===== src/rtl/imem_dmem_arbiter.sv =====
// Arbitrates one single-port synchronous RAM between instruction fetch and load/store.
// Data wins by default, and a streak counter bounds how long a waiting fetch can starve.
module imem_dmem_arbiter #(
  parameter int ADDR_W     = 14,
  parameter int DATA_W     = 32,
  parameter int RD_LAT     = 1,
  parameter int MAX_STREAK = 4
) (
  input  logic              clk,
  input  logic              rst,
  input  logic              if_req,
  input  logic [ADDR_W-1:0] if_addr,
  output logic              if_gnt,
  output logic              if_rvalid,
  output logic [DATA_W-1:0] if_rdata,
  input  logic              d_req,
  input  logic [ADDR_W-1:0] d_addr,
  input  logic [3:0]        d_we,
  input  logic [DATA_W-1:0] d_wdata,
  output logic              d_gnt,
  output logic              d_rvalid,
  output logic [DATA_W-1:0] d_rdata,
  output logic              mem_en,
  output logic [ADDR_W-1:0] mem_addr,
  output logic [3:0]        mem_we,
  output logic [DATA_W-1:0] mem_wdata,
  input  logic [DATA_W-1:0] mem_rdata
);

  localparam logic [3:0] LP_MAX = 4'(MAX_STREAK);

  logic [3:0]      r_streak;
  logic [3:0]      w_streak_nxt;
  logic            w_d_win;
  logic            w_if_win;
  logic            w_tag_vld;
  logic            w_tag_own;
  logic [RD_LAT:1] r_vld_pipe;
  logic [RD_LAT:1] r_own_pipe;

  // Grants are held low while in reset so nothing reaches the RAM.
  always_comb begin
    w_d_win  = 1'b0;
    w_if_win = 1'b0;
    if (rst) begin
      if (d_req && (!if_req || (r_streak < LP_MAX))) w_d_win  = 1'b1;
      else if (if_req)                               w_if_win = 1'b1;
    end
  end

  assign d_gnt  = w_d_win;
  assign if_gnt = w_if_win;

  always_comb begin
    w_streak_nxt = 4'd0;
    if (w_d_win && if_req)
      w_streak_nxt = (r_streak >= LP_MAX) ? LP_MAX : r_streak + 4'd1;
  end

  always_ff @(posedge clk or negedge rst) begin
    if (!rst) r_streak <= 4'd0;
    else      r_streak <= w_streak_nxt;
  end

  always_comb begin
    mem_en    = 1'b0;
    mem_addr  = '0;
    mem_we    = 4'b0000;
    mem_wdata = '0;
    if (w_d_win) begin
      mem_en    = 1'b1;
      mem_addr  = d_addr;
      mem_we    = d_we;
      mem_wdata = d_wdata;
    end else if (w_if_win) begin
      mem_en   = 1'b1;
      mem_addr = if_addr;
    end
  end

  // Tag pipeline mirrors the RAM read latency; owner 1 = data port.
  assign w_tag_vld = w_if_win | (w_d_win & (d_we == 4'b0000));
  assign w_tag_own = w_d_win;

  always_ff @(posedge clk or negedge rst) begin
    if (!rst) begin
      r_vld_pipe <= '0;
      r_own_pipe <= '0;
    end else begin
      r_vld_pipe[1] <= w_tag_vld;
      r_own_pipe[1] <= w_tag_own;
      for (int i = 2; i <= RD_LAT; i++) begin
        r_vld_pipe[i] <= r_vld_pipe[i-1];
        r_own_pipe[i] <= r_own_pipe[i-1];
      end
    end
  end

  assign if_rvalid = r_vld_pipe[RD_LAT] & ~r_own_pipe[RD_LAT];
  assign d_rvalid  = r_vld_pipe[RD_LAT] &  r_own_pipe[RD_LAT];
  assign if_rdata  = if_rvalid ? mem_rdata : '0;
  assign d_rdata   = d_rvalid  ? mem_rdata : '0;

  // Requesters must hold req and payload stable until granted.
  a_if_hold: assert property (@(posedge clk) disable iff (!rst)
    (if_req && !if_gnt) |=> (if_req && $stable(if_addr)));
  a_d_hold: assert property (@(posedge clk) disable iff (!rst)
    (d_req && !d_gnt) |=> (d_req && $stable(d_addr) && $stable(d_we) && $stable(d_wdata)));
  a_one_gnt: assert property (@(posedge clk) !(if_gnt && d_gnt));

endmodule


===== config.mk =====
export PLATFORM = sky130hd
export DESIGN_NAME = imem_dmem_arbiter
export DESIGN_NICKNAME = d
export VERILOG_FILES = /design/src/rtl/imem_dmem_arbiter.sv
export SDC_FILE = /design/constraint.sdc
export NUM_CORES = 1
export LEC_CHECK = 0
export CORE_AREA = 2 2 84 86
export DETAILED_ROUTE_END_ITERATION = 10
export DIE_AREA = 0 0 86 88
export GPL_ROUTABILITY_DRIVEN = 0
export PLACE_DENSITY = 0.74
export REMOVE_ABC_BUFFERS = 1
export SLEW_MARGIN = 20
export SYNTH_ARGS = -nofsm -noshare
export SYNTH_HDL_FRONTEND = slang
export SYNTH_SLANG_ARGS = --single-unit

===== constraint.sdc =====
create_clock -name clk -period 1.25 [get_ports clk]
set_clock_uncertainty 0.05 [all_clocks]
set_input_delay 0.25 -clock clk [delete_from_list [all_inputs] [get_ports clk]]
set_output_delay 0.25 -clock clk [all_outputs]
set_load 0.02 [all_outputs]

==> metrics <==
outcome complete, but fails checks; failing checks negative setup slack; Slew Viols, Final 0; root buf cell clkbuf_8; switching fraction of total power 33.0%; CP bufs+invs 3; Arrival @ worst endpoint 1580 ps; CTS tree built; highest clock rate 0.532 GHz; highest routed layer met4; Mapped Cells 156; CP required 950 ps; WL met3 410 µm; total number of vias 2117; Rows 30; DRT Pass-1 Iters 4; vias per inst 4.37; max incr delay on CP 390 ps; layout cells sized above 1 64.9%; Buffers on Ports 218; P&R area growth vs syn 299%; core box area 0.00664 mm²; clock latency on the worst-skew pair 220 ps; reg2reg setup slack -10 ps; total negative slack -55600 ps; kind of cell adding the most delay to the critical path simple AND/OR/NAND/NOR gates; type of the worst setup path reg2out; Cell Pwr Density 426 mW/mm²; initial core utilization 16.6%; number of synthesized register bits 6; largest net degree at the start of global routing 34; Comb power frac 73.8%; element type at the critical path start register; Slowest cell on crit path dfrtp_1; die width 86 µm; register area share after synthesis 13.6%; Die Area 0.00757 mm²; Avg WL per Cell 18.8 µm; CTS Buf Count 3; Place WS -1070 ps; placed instance area 0.00343 mm²; clk sinks 6; Detail Route Antenna Nets 0; Final Cell Area 0.00440 mm²; Final Worst Setup Slack -629 ps; period utilisation layout 150%; Pleak 2.06 nW; H-tree levels 1; Hold WC Path Type in2async; HPWL Detailed 5650 µm; first-pass GRT wire length 10800 µm; Total Nets Final 507; Synth Area per Inst 7.07 µm²; RSZ-0062 raised after global routing true; Reg power frac 11.1%; Int Pwr 0.00126 W; final hold vios 0; clk slew on worst S/H paths 40 ps; Ports 219; Clock Path Buffers 2; cell area after synthesis 0.00110 mm²; vias in the first global route 1874; # diodes 0; Ys Warns 0; crit-path max FO 12; initial antenna violation count 0; # fillers 546; Die H 88 µm; DR WL met2 5020 µm; Worst R2R Start r_streak[3]$_DFF_PN0_; Net Switching 0.000618 W; crit end category output pin; Met1 Wirelength 3610 µm; Total GRT Usage 17.8%; critical path startpoint r_streak[2]$_DFF_PN0_; total global routing overflow 0; hold_ws 183 ps; clock power share 15.1%; Netlist cell types 20; Final setup viols 119; drt initial violations 45; Cell Chain, Critical Path o21ai_2, and3_4, buf_12, buf_16, and2_4, buf_6; final WL 9090 µm; reg-to-reg endpoint r_streak[1]$_DFF_PN0_; final core occ 66.2%; min cycle time layout 1880 ps; Reg2Reg Depth 5; maxcap violations 0; VDD IR max 0.539 mV; DRC errors left 0
[through the flow]
stage | std cells | total power [W]
2_1_floorplan | 140 | 0.000538
3_3_place_gp | 451 | 0.00120
3_5_place_dp | 451 | 0.00121
4_1_cts | 463 | 0.00160
5_1_grt | 484 | 0.00195
6_report | 484 | 0.00187
[power by group through the flow]
stage / Sequential [W] / Clock, W / Combinational (W)
floorplan: 0.000220 / 0 / 0.000318
global placement: 0.000207 / 0 / 0.000997
finish: 0.000208 / 0.000283 / 0.00138
CTS: 0.000207 / 0.000291 / 0.00110
detailed placement: 0.000207 / 0 / 0.00100
global route: 0.000208 / 0.000302 / 0.00144
[cell usage in the layout (no fill, tap or decap)]
cell type,Yosys,layout
a22o_1,14,14
buf_16,0,5
buf_8,0,2
clkbuf_8,0,3
clkdlybuf4s50_1,0,96
dfrtp_1,6,5
and2_1,69,11
buf_12,0,7
nand3_2,0,1
nor3b_4,0,1
and3_1,33,2
buf_2,5,6
nor3_1,1,1
nor2_4,0,2
ha_1,1,1
and2b_4,0,1
dlygate4sd2_1,0,2
and2_4,0,58
buf_6,3,115
nand2_1,1,1
a31o_1,1,1
inv_1,2,2
nor2_1,5,4
dfrtp_2,0,1
and3_4,0,31
clkbuf_16,0,5
nor2b_1,1,1
buf_4,0,23
o21ai_2,0,1
conb_1,1,1
[logic make-up after synthesis]
kind of cell             synth area share, %
AND/OR/NAND/NOR                         63.8
buffers and inverters                   8.74
other                                  0.340
flip-flops                              13.6
adder cells (fa/ha/maj)                 1.13
AO/OA/AOI/OAI                           12.4
[state kept, by name, summed over array words and instances, names as in the netlist]
signal,cells
r_own_pipe,1
r_streak,4
r_vld_pipe,1
[area by class of cell]
type	instances	area (µm²)	share of cell area, %
clock buffers	3	41.3	0.939
inverters	2	7.51	0.171
multi-input cells	132	1190	27.0
flip-flops and latches	6	151	3.44
well taps	80	100	2.28
repair buffers	261	2910	66.2
[synthesized netlist by cell type]
library cell | count | share of area (%)
a22o_1 | 14 | 11
a31o_1 | 1 | 0.79
and2_1 | 69 | 39
and2b_1 | 1 | 0.68
and3_1 | 33 | 19
buf_2 | 5 | 2.3
buf_6 | 3 | 3.1
clkbuf_1 | 8 | 2.7
conb_1 | 1 | 0.34
dfrtp_1 | 6 | 14
ha_1 | 1 | 1.1
inv_1 | 2 | 0.68
nand2_1 | 1 | 0.34
nand3_1 | 1 | 0.45
nor2_1 | 5 | 1.7
nor2_2 | 1 | 0.57
nor2b_1 | 1 | 0.57
nor3_1 | 1 | 0.45
nor3b_2 | 1 | 1.1
o21ai_1 | 1 | 0.45
[worst reg2reg max path: stages, from the launching register on]
cell and delay (ps):
dfrtp_1 390, buf_4 150, nor3b_4 250, buf_4 160, nand3_2 90, nor2_1 100
[metal layers]
metal / global-route usage, % / up-vias
met5: 0 / -
met4: 1.44 / 0
met3: 1.89 / 2
met2: 32.5 / 76
met1: 23.6 / 1016
li1: - / 1023
[worst max path at each step]
stage	to	slack [ps]	depth (start not counted)
2_1_floorplan	mem_addr[0]	-800	3
3_5_place_dp	mem_wdata[3]	-1070	6
3_3_place_gp	mem_wdata[3]	-1050	6
5_1_grt	mem_wdata[2]	-690	6
6_report	mem_wdata[2]	-630	6
4_1_cts	mem_addr[10]	-640	5
[what timing repair did]
| item | CTS | global route |
|---|---|---|
| cloned | 5 | 6 |
| buffers inserted | 4 | 15 |
| resized for setup | 560 | 264 |
| setup endpoints to repair | 120 | 119 |
| hold buffers | 0 | 0 |
| pin swaps | 12 | 31 |
No activity file was read; power rests on OpenSTA's default activity.
